<file path="src/rtl/sha3_pkg.sv">
// Shared constants and state encoding for the SHA-3 / Keccak message padder.
package sha3_pkg;

  localparam logic [7:0] SUFFIX_KECCAK = 8'h01;
  localparam logic [7:0] SUFFIX_SHA3   = 8'h06;
  localparam logic [7:0] SUFFIX_SHAKE  = 8'h1F;
  localparam logic [7:0] PAD_END       = 8'h80;

  typedef enum logic [1:0] {
    ST_ACCEPT = 2'd0,
    ST_PAD    = 2'd1,
    ST_FULL   = 2'd2
  } state_t;

  function automatic logic [7:0] suffix_byte(input logic [1:0] sel);
    case (sel)
      2'd0:    suffix_byte = SUFFIX_KECCAK;
      2'd2:    suffix_byte = SUFFIX_SHAKE;
      default: suffix_byte = SUFFIX_SHA3;
    endcase
  endfunction

endpackage

</file>
<file path="src/rtl/sha3_pad_word.sv">
// Builds the final message word: leading valid bytes kept, domain suffix
// placed right after them, remaining lower bytes zeroed (byte 0 is the MSB byte).
module sha3_pad_word #(
  parameter int W    = 32,
  parameter int BN_W = $clog2(W/8)
) (
  input  logic [W-1:0]    in,
  input  logic [BN_W-1:0] byte_num,
  input  logic [7:0]      suffix,
  output logic [W-1:0]    out
);

  localparam int NB = W / 8;

  always_comb begin
    out = '0;
    for (int b = 0; b < NB; b++) begin
      if (BN_W'(b) < byte_num) begin
        out[W-1-8*b -: 8] = in[W-1-8*b -: 8];
      end else if (BN_W'(b) == byte_num) begin
        out[W-1-8*b -: 8] = suffix;
      end
    end
  end

endmodule

</file>
<file path="src/rtl/sha3_padder_p.sv">
// Collects message words into one rate block, applies suffix and 0x80 end
// padding, and holds the block until the consumer acknowledges it.
module sha3_padder_p
  import sha3_pkg::*;
#(
  parameter int W          = 32,
  parameter int RATE_WORDS = 18,
  parameter int BN_W       = $clog2(W/8)
) (
  input  logic                    clk,
  input  logic                    reset_n,
  input  logic [W-1:0]            in,
  input  logic                    in_ready,
  input  logic                    is_last,
  input  logic [BN_W-1:0]         byte_num,
  input  logic [1:0]              suffix_sel,
  output logic                    buffer_full,
  output logic [W*RATE_WORDS-1:0] out,
  output logic                    out_ready,
  input  logic                    f_ack
);

  localparam int OW = W * RATE_WORDS;
  localparam int IW = (RATE_WORDS > 1) ? $clog2(RATE_WORDS) : 1;
  localparam logic [IW-1:0] LAST_SLOT = IW'(RATE_WORDS - 1);

  state_t          state_q, state_d;
  logic [IW-1:0]   i_q, i_d;
  logic            last_seen_q, last_seen_d;
  logic [OW-1:0]   buf_q, buf_d;

  logic [7:0]      suffix;
  logic [W-1:0]    padded_word;
  logic            store;
  logic [W-1:0]    store_word;

  assign suffix = suffix_byte(suffix_sel);

  sha3_pad_word #(.W(W), .BN_W(BN_W)) u_pad_word (
    .in       (in),
    .byte_num (byte_num),
    .suffix   (suffix),
    .out      (padded_word)
  );

  always_comb begin
    state_d     = state_q;
    i_d         = i_q;
    last_seen_d = last_seen_q;
    buf_d       = buf_q;
    store       = 1'b0;
    store_word  = '0;

    case (state_q)
      ST_ACCEPT: begin
        if (in_ready) begin
          store = 1'b1;
          if (is_last) begin
            store_word  = padded_word;
            last_seen_d = 1'b1;
          end else begin
            store_word = in;
          end
        end
      end
      ST_PAD: begin
        store      = 1'b1;
        store_word = '0;
      end
      ST_FULL: begin
        if (f_ack) begin
          buf_d       = '0;
          i_d         = '0;
          last_seen_d = 1'b0;
          state_d     = ST_ACCEPT;
        end
      end
      default: state_d = ST_ACCEPT;
    endcase

    // The word landing in the last slot closes the block; it carries the
    // end bit only if the message finished inside this block.
    if (store) begin
      if (i_q == LAST_SLOT) begin
        if (last_seen_d) begin
          store_word = store_word | {{(W-8){1'b0}}, PAD_END};
        end
        state_d = ST_FULL;
      end else begin
        i_d     = i_q + IW'(1);
        state_d = last_seen_d ? ST_PAD : ST_ACCEPT;
      end
      buf_d = {buf_q[OW-W-1:0], store_word};
    end
  end

  always_ff @(posedge clk) begin
    if (!reset_n) begin
      state_q     <= ST_ACCEPT;
      i_q         <= '0;
      last_seen_q <= 1'b0;
      buf_q       <= '0;
    end else begin
      state_q     <= state_d;
      i_q         <= i_d;
      last_seen_q <= last_seen_d;
      buf_q       <= buf_d;
    end
  end

  assign out         = buf_q;
  assign out_ready   = (state_q == ST_FULL);
  assign buffer_full = (state_q == ST_FULL);

endmodule
</file>
<file path="config.mk">
export PLATFORM = sky130hd
export DESIGN_NAME = sha3_padder_p
export DESIGN_NICKNAME = d
export VERILOG_FILES = /design/src/rtl/sha3_pkg.sv /design/src/rtl/sha3_pad_word.sv /design/src/rtl/sha3_padder_p.sv
export SDC_FILE = /design/constraint.sdc
export NUM_CORES = 1
export LEC_CHECK = 0
export ABC_CLOCK_PERIOD_IN_PS = 1700
export CORE_AREA = 2 2 243 245
export DETAILED_ROUTE_END_ITERATION = 7
export DIE_AREA = 0 0 245 247
export GPL_TIMING_DRIVEN = 0
export PLACE_DENSITY = 0.73
export SLEW_MARGIN = 10
export SYNTH_ARGS = -nofsm -noshare
export SYNTH_HDL_FRONTEND = slang
export SYNTH_SLANG_ARGS = --single-unit
</file>
<file path="constraint.sdc">
create_clock -name clk -period 1.7 [get_ports clk]
set_input_delay 0.425 -clock clk [delete_from_list [all_inputs] [get_ports clk]]
set_output_delay 0.425 -clock clk [all_outputs]
set_load 0.02 [all_outputs]
</file>
==> results of run 1 <==
[worst max-delay path by stage]
stage / slack, ns / endpoint / cells after the start
2_1_floorplan: 0.11 / out[12]$_SDFFE_PN0P_ / 6
3_3_place_gp: -1.12 / out[3]$_SDFFE_PN0P_ / 9
3_5_place_dp: -1.15 / out[406]$_SDFFE_PN0P_ / 9
4_1_cts: -0.14 / out_ready / 3
5_1_grt: -0.16 / out_ready / 3
6_report: -0.10 / out_ready / 3
[worst max-delay path: stages, from the launching register on]
cell	delay (ns)
dfxtp_2	0.35
nor2b_4	0.20
buf_6	0.11
buf_6	0.10
[what timing repair did]
action	CTS	global route
setup endpoints to repair	1158	561
gates cloned	1	12
setup buffers	6	2
gates resized for setup	2694	150
pin swaps	0	7
hold buffers	0	0
[area by class of cell]
class | count | area (um^2) | area share
sequential | 584 | 11940 | 0.4337
multi-input combinational | 1229 | 7004 | 0.2544
timing repair buffer | 638 | 3924 | 0.1425
clock buffer | 93 | 1798 | 0.06530
buffer | 190 | 1619 | 0.05880
tap | 773 | 967.2 | 0.03513
clock inverter | 22 | 261.5 | 0.009497
inverter | 5 | 20.02 | 0.0007270
[logic make-up after synthesis]
logic type      after synthesis  share of synthesized area
simple gates                618                     0.1229
fa+ha+maj                     2                   0.001278
buf+inv                     197                    0.04730
xor+xnor                      1                  0.0004475
flops                       584                     0.5973
compound gates              608                     0.2309
[sequential cells by signal, indices dropped and copies added, names as in the netlist]
| register | flops |
|---|---|
| i_q | 5 |
| last_seen_q | 1 |
| state_q | 2 |
| out | 576 |
[layer usage]
layer | global-route usage | up-vias | part of all wire
met2 | 0.4230 | 1066 | 0.47
met5 | 0 | - | 0
met3 | 0.05329 | 230 | 0.082
met4 | 0.1313 | 0 | 0.054
li1 | - | 8647 | -
met1 | 0.3258 | 9507 | 0.40
[cells in the final DEF, fill, tap and decap left out, types with 10 or more instances in the layout]
cell | netlist | layout
clkdlybuf4s50_1 | 0 | 39
dfxtp_4 | 0 | 15
buf_8 | 0 | 39
buf_6 | 1 | 11
buf_4 | 22 | 23
a21oi_1 | 21 | 18
nand2_1 | 17 | 17
buf_12 | 0 | 17
nor2_1 | 570 | 569
clkbuf_16 | 0 | 74
clkbuf_1 | 87 | 37
clkinv_2 | 0 | 10
a22oi_1 | 558 | 557
clkbuf_2 | 0 | 63
buf_2 | 77 | 569
dfxtp_1 | 584 | 414
clkdlybuf4s15_2 | 0 | 28
clkbuf_8 | 0 | 13
dfxtp_2 | 0 | 155
[where the power goes]
part / switching, mW / internal (mW)
combinational: 1.36 / 0.823
clock: 5.68 / 7.92
sequential: 0.111 / 13.8
[per-stage QoR]
stage | power, mW | cell area, um^2 | cells | worst slack, ns
floorplan | 15.22 | 19580 | 2010 | 0.1056
detailed placement | 15.97 | 26720 | 3400 | -1.152
finish | 29.65 | 27540 | 3534 | -0.1038
CTS | 29.50 | 26810 | 3520 | -0.1355
global placement | 15.92 | 26720 | 3400 | -1.121
global route | 30.53 | 27540 | 3534 | -0.1559
==> results.toml, run 1 <==
[outcome]
status = "complete, but fails checks"
violations = "setup timing"

[timing]
finalSetupTns_ns = -0.6851
min_period_over_period = 1.061
hold_viol_final = 0
relSlewSlack = 0.5546
fin_ws_ns = -0.1038
holdWs_ns = 0.2942
fin_worst_skew_ns = 0.01174
final_max_slew_viol_count = 0
period_needed_ns = 1.804
setup_viol_count_final = 36
rsz0062_at_grt = "yes"
fmax_mhz = 554.4
worstMarginPinSlew_ns = 0.6681

[synthesis]
synth_ff_type = "dfxtp_1"
syn-instance-count = 2010
synth_top_area_share = 0.5973
synthTopCellsByCount = "dfxtp_1 (584), nor2_1 (570), a22oi_1 (558)"
ys_seq_area_frac = 0.5973
synthesis.nets = 2053
synth-seq-cells = 584
yosys.area.top_type = "dfxtp_1"
synth.most_common_cell = "dfxtp_1"
yosysWarnings = 0
synth-edff-count = 0
netlist-cell-type-count = 41
netlist_area_mm2 = 0.01958
syn_area_per_cell_um2 = 9.739
synth_area_leaders = "dfxtp_1 (60%), a22oi_1 (21%), nor2_1 (11%), buf_2 (2.0%), clkbuf_1 (1.7%)"
synth-async-reset-ratio = 0

[clock_tree]
clock-sinks = 584
cts_root_buffer = "clkbuf_16"
htreeDepth = 2
cts_buffer_depth = 3
clock_latency_ns = 0.62
cts_buffers = 61
cts_tree = "built"
clk_pin_slew_worst_paths_ns = 0.06

[route]
drc = 0
wl_per_cell_um = 23.76
dr_total_vias = 19450
viasPerCell = 5.504
first_pass_iters = 6
wl_mm = 83.98
ant_nets = 0
drtIter0Drc = 1355

[floorplanning]
rows = 89
initial_utilization = 0.3361
die_x_um = 245
die_area_mm2 = 0.06052
ioPinCount = 619
core_mm2 = 0.05824
die_y_um = 247

[layout]
layout.nets = 2752
layout-drive-gt1-share = 0.3803
postLayoutCoreUtil = 0.4728
area.growth.synth_to_final_pct = 40.66
filler_cell_count = 5558
diodes = 0

[min_path]
holdCritPathClass = "in2reg"
hold_path.startpoint = "byte_num[0]"
min_to = "out[18]$_SDFFE_PN0P_"
holdPathStages = 3

[critical_path]
ff2ff_path_depth = 8
crit_type = "reg2out"
crit_start = "state_q[1]$_SDFFE_PN0P_"
rr_endpoint = "out[421]$_SDFFE_PN0P_"
crit_fanout = 4
critPathArrivalTime_ns = 1.38
worstReg2RegStart = "state_q[0]$_SDFFE_PN0P_"
end_kind = "output port"
timing.critical_path.required_ns = 1.27
start_kind = "flip-flop"
reg2reg_slack_ns = -0.05

[global_route]
grt_pass1_wl_mm = 119.8
track_usage = 0.2596
grt_antenna_before_repair = 0
grt_pass1_vias = 18300
overflow = 0
grt_max_degree = 17

[placement]
gp_congestion = 0.9841
hpwl_mm = 63.41
portBuffers = 617

[pwr]
p_leak_nw = 11.95
power.density_mw_per_mm2 = 1077
ir_drop_mv = 0.7663

[job]
maxCapViolCount = 0
No activity file was read; power rests on OpenSTA's default activity.
==> inputs of run 2 (changes only) <==
Settings changed: PLACE_DENSITY 0.73 to default, RECOVER_POWER from default to 25.
==> run 2 against run 1 <==
- the flow still finishes with violations (setup timing)
- fmax shrank 0.39%
- worst setup slack lost 0.0071 ns
- non-clock buffer count grew 9
- global-route usage grew 0.54 points
- count of clock-buffer cells in the layout grew 2
- largest power group unchanged
- critical path type unchanged
- routed wire length grew 1.7%
==> results.toml, run 2 (synthesis results as in run 1) <==
[clock_tree]
cts_buffers = 61
htreeDepth = 2
cts_root_buffer = "clkbuf_16"
clock-sinks = 584
clk_pin_slew_worst_paths_ns = 0.06
cts_buffer_depth = 3
cts_tree = "built"
clock_latency_ns = 0.64

[critical_path]
critPathArrivalTime_ns = 1.39
crit_type = "reg2out"
cpPeakStageDelay_ns = 0.46
end_kind = "output port"
crit_chain = "clkdlybuf4s15_2"
crit_fanout = 3
start_kind = "flip-flop"
slowest_stage = "dfxtp_1"
critical_path_buf_inv_count = 1
critical-path-top-delay-family = "flip-flops"
timing.critical_path.required_ns = 1.27

[layout]
final_common_cell = "nor2_1"
largest_register_ffs = 576
layout.nets = 2761
diodes = 0
area.growth.synth_to_final_pct = 50.36
layout-drive-gt1-share = 0.2849
final_cell_mix = "nor2_1 (570), a22oi_1 (529), dfxtp_1 (501), clkdlybuf4s15_2 (211), buf_2 (141)"
finalInstanceArea_mm2 = 0.02943

[pwr]
ir_drop_mv = 0.8338
pwr-share-comb = 0.075
pwr-share-seq = 0.469
clkPwrFrac = 0.456
p_int_mw = 22.41
p_sw_frac = 0.2432
p_sw_mw = 7.202
power.density_mw_per_mm2 = 1006
p_leak_nw = 11.65

[timing]
setup_viol_count_final = 742
hold_viol_final = 0
period_needed_ns = 1.811
fin_ws_ns = -0.1109
final_max_slew_viol_count = 0
rsz0062_at_grt = "yes"
fmax_mhz = 552.2
worstMarginPinSlew_ns = 0.6762
relSlewSlack = 0.5492
fin_worst_skew_ns = 0.02168
min_period_over_period = 1.065
finalSetupTns_ns = -34.38

[placement]
hpwl_mm = 64.91
gp_congestion = 0.9462
place_area_mm2 = 0.02672
portBuffers = 617

[global_route]
grt_antenna_before_repair = 0
overflow = 0
grt_util_met3 = 0.05437
grt_pass1_wl_mm = 121.4
met2_usage = 0.4424
grt_max_degree = 17
track_usage = 0.2649
use_met1 = 0.3373
grt_pass1_vias = 18160
grt.busiest_layer = "met2"

[floorplanning]
rows = 89
die_x_um = 245
die_area_mm2 = 0.06052
core_mm2 = 0.05824
die_y_um = 247
ioPinCount = 619
initial_utilization = 0.3361

[route]
dr_total_vias = 19010
viasPerCell = 5.367
drc = 0
wl_per_cell_um = 24.11
first_pass_iters = 7
ant_nets = 0
wl_mm = 85.42
drtIter0Drc = 1388

[min_path]
holdCritPathClass = "in2reg"

[outcome]
status = "complete, but fails checks"
violations = "setup timing"

[job]
maxCapViolCount = 0
run 2: per-layer routing:
layer  vias to the layer above  share of wire
li1                       8627              -
met3                       171          0.069
met5                         -              0
met4                         0          0.040
met1                      9424           0.41
met2                       787           0.48
run 2: path summary, 6_finish.rpt:
kind | depth (start not counted) | start | endpoint | slack [ns]
worst max-delay path | 1 | out[173]$_SDFFE_PN0P_ | out[173] | -0.11
worst min-delay path | 3 | byte_num[0] | out[19]$_SDFFE_PN0P_ | 0.30
worst max register to register | 9 | state_q[0]$_SDFFE_PN0P_ | out[209]$_SDFFE_PN0P_ | -0.08
worst min register to register | 1 | i_q[4]$_SDFF_PN0_ | i_q[4]$_SDFF_PN0_ | 0.47
run 2: cell type report:
cell class | instances | area (um^2)
tap | 773 | 967.2
multi-input combinational | 1229 | 7142
buffer | 190 | 1450
fill | 5398 | 28810
sequential | 584 | 11800
clock buffer | 95 | 1814
inverter | 5 | 18.77
clock inverter | 19 | 215.2
timing repair buffer | 647 | 6023
run 2: worst reg2reg max path: cells and delay by family (launching register included):
kind,cells,cell delay (ns)
flops,1,0.36
compound gates,3,0.44
simple gates,1,0.11
buf+inv,5,0.79
run 2: what timing repair did:
action | CTS | global route
setup buffers | 6 | 7
hold buffers | 0 | 0
cloned | 0 | 17
setup endpoints to repair | 1160 | 1094
pin swaps | 0 | 9
resized for setup | 1573 | 368
run 2: power by group through the flow:
| stage | Sequential (mW) | Clock, mW | Combinational, mW |
|---|---|---|---|
| final | 13.9 | 13.5 | 2.23 |
| after global routing | 13.9 | 14.2 | 2.38 |
| after CTS | 13.9 | 13.7 | 1.84 |
| after detailed placement | 14.2 | 0 | 1.79 |
| after global placement | 14.2 | 0 | 1.75 |
| after floorplan | 14.2 | 0 | 0.968 |
run 2: metrics by stage:
stage | std cells | hold slack (ns) | total power, mW | utilization | setup WS, ns
after floorplan | 2010 | 0.4216 | 15.22 | - | 0.1056
after global placement | 3400 | 0.4501 | 15.93 | 0.4588 | -1.181
after detailed placement | 3400 | 0.4479 | 15.98 | 0.4588 | -1.226
after CTS | 3520 | 0.2470 | 29.38 | 0.4940 | -0.1297
after global routing | 3542 | 0.3039 | 30.50 | 0.5054 | -0.1687
final | 3542 | 0.2989 | 29.62 | 0.5054 | -0.1109
